File: src/rtl/irq_pkg.sv
// Shared IRQ subsystem definitions: capture FSM state encoding and default counter width.
package irq_pkg;

  localparam int unsigned IRQ_CNT_W = 32;

  typedef enum logic [1:0] {
    IDLE    = 2'd0,
    ARM     = 2'd1,
    MEASURE = 2'd2,
    DONE    = 2'd3
  } irq_capture_state_t;

endpackage

File: src/rtl/irq_prescaler.sv
// Tick prescaler: one tick every freq_int+1 clocks while run is high; shared with the interval counter.
module irq_prescaler
  import irq_pkg::*;
#(
  parameter int unsigned N = IRQ_CNT_W
) (
  input  logic         clk_in,
  input  logic         RESET,
  input  logic         clear,
  input  logic         run,
  input  logic [N-1:0] freq_int,
  output logic         tick
);

  logic [N-1:0] r_cnt;

  assign tick = run & (r_cnt == freq_int);

  // clear has priority so a restart always begins a fresh tick period
  always_ff @(posedge clk_in) begin
    if (RESET) begin
      r_cnt <= '0;
    end else if (clear) begin
      r_cnt <= '0;
    end else if (run) begin
      r_cnt <= tick ? '0 : r_cnt + N'(1);
    end
  end

endmodule

File: src/rtl/irq_capture.sv
// Input-capture timer: counts prescaled ticks between two rising edges of sig_in, with timeout.
// Define IRQ_CAPTURE_SYNC_EN to add a 2-flop synchronizer on sig_in for asynchronous pins.
module irq_capture
  import irq_pkg::*;
#(
  parameter int unsigned N = IRQ_CNT_W
) (
  input  logic         clk_in,
  input  logic         RESET,
  input  logic         enable,
  input  logic [N-1:0] freq,
  input  logic [N-1:0] Max_count,
  input  logic         sig_in,
  input  logic         ack,
  output logic [N-1:0] Capture_out,
  output logic         Ready_capture,
  output logic         Overflow,
  output logic         Busy
);

  localparam logic [1:0] S_IDLE    = IDLE;
  localparam logic [1:0] S_ARM     = ARM;
  localparam logic [1:0] S_MEASURE = MEASURE;
  localparam logic [1:0] S_DONE    = DONE;

  logic [1:0]   r_state;
  logic [N-1:0] r_count;
  logic [N-1:0] r_cap;
  logic         r_rdy;
  logic         r_ovf;
  logic         r_busy;
  logic [N-1:0] r_freq;
  logic [N-1:0] r_lim;
  logic         r_s_d;

  logic [1:0]   w_state_nxt;
  logic [N-1:0] w_count_nxt;
  logic [N-1:0] w_cap_nxt;
  logic         w_rdy_nxt;
  logic         w_ovf_nxt;
  logic [N-1:0] w_freq_nxt;
  logic [N-1:0] w_lim_nxt;
  logic         w_pre_clr;
  logic         w_s;
  logic         w_rise;
  logic         w_tick;

`ifdef IRQ_CAPTURE_SYNC_EN
  logic r_sync1;
  logic r_sync2;

  always_ff @(posedge clk_in) begin
    if (RESET) begin
      r_sync1 <= 1'b0;
      r_sync2 <= 1'b0;
    end else begin
      r_sync1 <= sig_in;
      r_sync2 <= r_sync1;
    end
  end

  assign w_s = r_sync2;
`else
  assign w_s = sig_in;
`endif

  assign w_rise = w_s & ~r_s_d;

  irq_prescaler #(.N(N)) u_prescaler (
    .clk_in   (clk_in),
    .RESET    (RESET),
    .clear    (w_pre_clr),
    .run      (r_state == S_MEASURE),
    .freq_int (r_freq),
    .tick     (w_tick)
  );

  // Next-state and next-output logic; enable overrides everything else
  always_comb begin
    w_state_nxt = r_state;
    w_count_nxt = r_count;
    w_cap_nxt   = r_cap;
    w_rdy_nxt   = r_rdy;
    w_ovf_nxt   = r_ovf;
    w_freq_nxt  = r_freq;
    w_lim_nxt   = r_lim;
    w_pre_clr   = 1'b0;

    if (enable) begin
      w_freq_nxt  = freq;
      w_lim_nxt   = (Max_count == '0) ? '1 : Max_count;
      w_count_nxt = '0;
      w_rdy_nxt   = 1'b0;
      w_ovf_nxt   = 1'b0;
      w_pre_clr   = 1'b1;
      w_state_nxt = S_ARM;
    end else begin
      case (r_state)
        S_ARM: begin
          if (w_rise) begin
            w_pre_clr   = 1'b1;
            w_count_nxt = '0;
            w_state_nxt = S_MEASURE;
          end
        end
        S_MEASURE: begin
          // An edge coinciding with the timeout tick counts as a clean capture
          if (w_rise) begin
            w_cap_nxt   = r_count + N'(w_tick);
            w_rdy_nxt   = 1'b1;
            w_ovf_nxt   = 1'b0;
            w_state_nxt = S_DONE;
          end else if (w_tick) begin
            if ((r_count + N'(1)) == r_lim) begin
              w_cap_nxt   = r_lim;
              w_rdy_nxt   = 1'b1;
              w_ovf_nxt   = 1'b1;
              w_state_nxt = S_DONE;
            end else begin
              w_count_nxt = r_count + N'(1);
            end
          end
        end
        S_DONE: begin
          if (ack) begin
            w_rdy_nxt   = 1'b0;
            w_ovf_nxt   = 1'b0;
            w_state_nxt = S_IDLE;
          end
        end
        default: begin
          w_state_nxt = S_IDLE;
        end
      endcase
    end
  end

  always_ff @(posedge clk_in) begin
    if (RESET) begin
      r_state <= S_IDLE;
      r_count <= '0;
      r_cap   <= '0;
      r_rdy   <= 1'b0;
      r_ovf   <= 1'b0;
      r_busy  <= 1'b0;
      r_freq  <= '0;
      r_lim   <= '0;
      r_s_d   <= 1'b0;
    end else begin
      r_state <= w_state_nxt;
      r_count <= w_count_nxt;
      r_cap   <= w_cap_nxt;
      r_rdy   <= w_rdy_nxt;
      r_ovf   <= w_ovf_nxt;
      r_busy  <= (w_state_nxt == S_ARM) || (w_state_nxt == S_MEASURE);
      r_freq  <= w_freq_nxt;
      r_lim   <= w_lim_nxt;
      r_s_d   <= w_s;
    end
  end

  assign Capture_out   = r_cap;
  assign Ready_capture = r_rdy;
  assign Overflow      = r_ovf;
  assign Busy          = r_busy;

endmodule

File: config.mk
export PLATFORM = sky130hd
export DESIGN_NAME = irq_capture
export DESIGN_NICKNAME = d
export VERILOG_FILES = /design/src/rtl/irq_pkg.sv /design/src/rtl/irq_prescaler.sv /design/src/rtl/irq_capture.sv
export SDC_FILE = /design/constraint.sdc
export NUM_CORES = 1
export LEC_CHECK = 0
export ABC_AREA = 1
export BUFFER_PORTS_ARGS = -buffer_cell sky130_fd_sc_hd__buf_4
export CELL_PAD_IN_SITES_DETAIL_PLACEMENT = 2
export CELL_PAD_IN_SITES_GLOBAL_PLACEMENT = 2
export CORE_MARGIN = 2
export CORE_UTILIZATION = 30
export CTS_BUF_LIST = sky130_fd_sc_hd__clkbuf_4 sky130_fd_sc_hd__clkbuf_8
export CTS_CLUSTER_DIAMETER = 200
export DETAILED_ROUTE_END_ITERATION = 12
export MAX_ROUTING_LAYER = met4
export PLACE_DENSITY_LB_ADDON = 0.1
export SKIP_LAST_GASP = 1
export SLEW_MARGIN = 20
export SYNTH_ARGS = -nofsm -noshare
export SYNTH_HDL_FRONTEND = slang
export SYNTH_HIERARCHICAL = 1
export SYNTH_SLANG_ARGS = --single-unit
File: constraint.sdc
create_clock -name clk_in -period 3.44 [get_ports clk_in]
set_input_delay 0.516 -clock clk_in [delete_from_list [all_inputs] [get_ports clk_in]]
set_output_delay 0.516 -clock clk_in [all_outputs]
set_load 0.05 [all_outputs]
==> results.cfg <==
[status]
status = completed

[critical_path]
critPathMaxFanout = 17
setup.worst_path.end_class = flop
worst_r2r_endpoint = Capture_out[14]$_SDFFE_PP0P_
timing.reg2reg.worst_path_depth = 20
crit_arrival_ps = 3650
critPathKind = reg -> reg
worstSetupStartpointType = flop
r2r-start = r_count[0]$_SDFFE_PP0P_
ff2ff_setup_slack_ps = 200
crit_required_ps = 3840

[clock_network]
cts_buffers = 17
cts_root_buffer = clkbuf_8
clkSlewWorstSetupHoldPaths_ps = 100
cts_tree = built
cts_buffer_depth = 2
worstSkewPairLatency_ps = 520
clock-sinks = 166
hold_buffers = 0
cts_max_level = 4

[timing]
fin_crit_sh_pct = 94.24
slew_headroom_pct = 36.40
worst_pin_slew_ps = 951.7
maxSlewViolCount = 0
hold_viol = 0
max_freq_ghz = 0.3085
finalSetupViolations = 0
clock_skew_ps = 25.45
fin_crit_ps = 3242

[power]
total_power_mw = 4.069
ir_drop_mv = 0.2443
leakage_nw = 5.326
powerDensity_nw_per_um2 = 334.3

[place]
placed_area_sq_um = 11640
place_hpwl_microns = 35570
gp_congestion = 0.8945
port_buffers = 103

[die]
ioPinCount = 104
fp.dieH_microns = 187.8
initial_core_util_pct = 30.31
die_width_microns = 187.8
row_count = 67
core_sq_um = 33450
dieArea_sq_um = 35290

[grt]
grt_pass1_wl_microns = 70620
grt_overflow = 0
grt.total_usage_pct = 26.89
grt_pass1_vias = 12130
grt_max_degree = 73
grt_antenna_before_repair = 0

[layout]
fin_area_sq_um = 12170
drive_above_1_share_pct = 15.59
nNetsFinal = 1850
n_fill_cell = 4125
area_growth_pct = 20.06
n_antenna_cell = 0

[job]
drv_cap = 0

[synthesis]
synth_top_cell_area_share_pct = 32.77
yosysWarnings = 6
netlist_instances = 1656
syn_area_per_cell_sq_um = 6.123
synth_area_leaders = dfxtp_1 33%, nand2_1 13%, nor2_1 12%
synth_seq_area_share_pct = 32.77
synth_area_sq_um = 10140
synth_nets = 1729
synth_top_cell_by_area = dfxtp_1
synthDistinctLibCells = 41
ys_ff_latch = 166

[drt]
drcViolationCount = 0
route.vias.total = 11380
drtPass1Iterations = 5
detail-route-antenna-nets = 0
wl_per_cell_microns = 20.22
drt_iter0_drc = 624
viasPerCell = 5.087
postRouteWirelength_microns = 45240

[min_path]
min_path_type = in -> reg
holdPathStages = 3
hold_end = r_freq[13]$_SDFFE_PP0P_
min-delay-start = freq[13]
## power by group
group          internal [mW]  total, mW  leakage (nW)  switching, mW
Sequential              1.99       2.06          1.36         0.0747
Clock                  0.630       1.48         0.194          0.853
Combinational          0.191      0.526          3.77          0.335
Total                   2.81       4.07          5.33           1.26
## cells by family after synthesis
| family | count (synthesis) | synth area share, % |
|---|---|---|
| AO/OA/AOI/OAI | 269 | 13.97 |
| flip-flops | 166 | 32.77 |
| XOR/XNOR | 40 | 3.455 |
| adder cells (fa/ha/maj) | 4 | 0.4936 |
| multiplexers | 5 | 0.4936 |
| AND/OR/NAND/NOR | 898 | 38.07 |
| buffers and inverters | 274 | 10.75 |
## synth_stat cells
master    count
a21oi_1      54
a221oi_1      5
a31oi_1      29
and2_1        1
buf_1         2
buf_2         7
buf_4         3
buf_6         5
clkbuf_1     41
clkbuf_4      1
clkinv_1      2
dfxtp_1     166
ha_1          4
inv_1       206
inv_2         7
mux2i_1       5
nand2_1     348
nand2_2      10
nand2_4       4
nand3_1     123
nand3_2       2
nand3b_1      3
nand4_1      29
nor2_1      335
nor2_2       10
nor2_4       11
nor2_8        1
nor2b_1       1
nor3_1       10
nor3_2        2
nor3_4        1
nor4_1        3
o21ai_0     156
o21ai_1      18
o21bai_1      2
o22ai_1       2
o31ai_1       3
or2_0         1
or2_2         3
xnor2_1      11
xor2_1       29
## layout by cell type (no fill, tap or decap), types with 6 or more instances in the layout
| cell | n |
|---|---|
| a21oi_1 | 54 |
| inv_2 | 11 |
| nor3_1 | 8 |
| nor2_4 | 15 |
| buf_4 | 156 |
| xor2_1 | 29 |
| o21ai_0 | 153 |
| o21ai_1 | 21 |
| dfxtp_2 | 6 |
| nor2_1 | 317 |
| nand2_2 | 11 |
| dfxtp_1 | 160 |
| nor2_2 | 24 |
| clkbuf_8 | 19 |
| xnor2_1 | 11 |
| nand2_1 | 347 |
| nand4_1 | 29 |
| nand3_1 | 122 |
| inv_1 | 202 |
| a31oi_1 | 29 |
## final cells by class
class                   count  area [sq um]  area share [%]
well taps                 448         560.5           4.604
clock buffers              20         269.0           2.210
repair buffers            161          1271           10.44
clock inverters            12         116.4          0.9558
flip-flops and latches    166          3331           27.36
inverters                 215         807.0           6.629
multi-input cells        1216          5819           47.80
## worst max-delay path by stage
stage | startpoint | to | slack [ps] | cells past startpoint
2_1_floorplan | r_state[1]$_SDFF_PP0_ | Capture_out[20]$_SDFFE_PP0P_ | 160 | 27
3_3_place_gp | u_prescaler/r_cnt[17]$_SDFFE_PP0P_ | Capture_out[30]$_SDFFE_PP0P_ | 160 | 18
3_5_place_dp | u_prescaler/r_cnt[17]$_SDFFE_PP0P_ | Capture_out[12]$_SDFFE_PP0P_ | 20 | 20
4_1_cts | u_prescaler/r_cnt[17]$_SDFFE_PP0P_ | Capture_out[20]$_SDFFE_PP0P_ | 10 | 22
5_1_grt | r_state[1]$_SDFF_PP0_ | Capture_out[24]$_SDFFE_PP0P_ | -7 | 24
6_report | r_count[0]$_SDFFE_PP0P_ | Capture_out[14]$_SDFFE_PP0P_ | 200 | 20
## routing by layer
layer  part of all wire [%]  vias up  GRT usage (%)
met5                      0        -              -
met4                    1.4        0          6.178
met3                    2.9       33          2.920
met2                     45      182          41.88
met1                     51     5650          37.39
li1                       -     5519              -
## critical path, cell delays in order, from the launching register on
cell and delay (ps):
dfxtp_1 370, ha_1 230, inv_1 120, nor2_4 200, nand2_1 170, nor2_4 270, nand2_1 90, nand2_1 100
nand2_1 70, nand2_1 60, nand2_1 50, nor2_1 130, nand2_1 100, nor2_2 170, nand3_2 130, nand2_2 120
nand2_4 100, nor2_8 150, inv_2 190, nor2_1 220, nor2_1 80
## flip-flops by register name (all words and copies together) (netlist names)
signal,count
Ready_capture,1
r_freq,32
r_state,2
r_s_d,1
r_lim,32
r_count,32
Capture_out,32
Overflow,1
Busy,1
u_prescaler/r_cnt,32
## per-stage QoR
step | hold slack (ps) | std cells | setup TNS (ps) | setup WS, ps | util, %
detailed placement | 490.8 | 2197 | 0 | 23.42 | 34.80
finish | 226.1 | 2238 | 0 | 198.1 | 36.40
CTS | 193.5 | 2229 | 0 | 12.97 | 35.96
floorplan | 462.8 | 1656 | 0 | 162.6 | -
global placement | 483.8 | 2197 | 0 | 161.2 | 34.80
global route | 219.7 | 2238 | -8.150 | -7.342 | 36.40
## repair_timing
action | 4_1_cts | 5_1_grt
resized for setup | 1 | 35
buffers inserted | 0 | 9
setup endpoints to repair | 1 | 36
pin swaps | 0 | 6
Note: power is estimated with default switching activity, not from simulation.
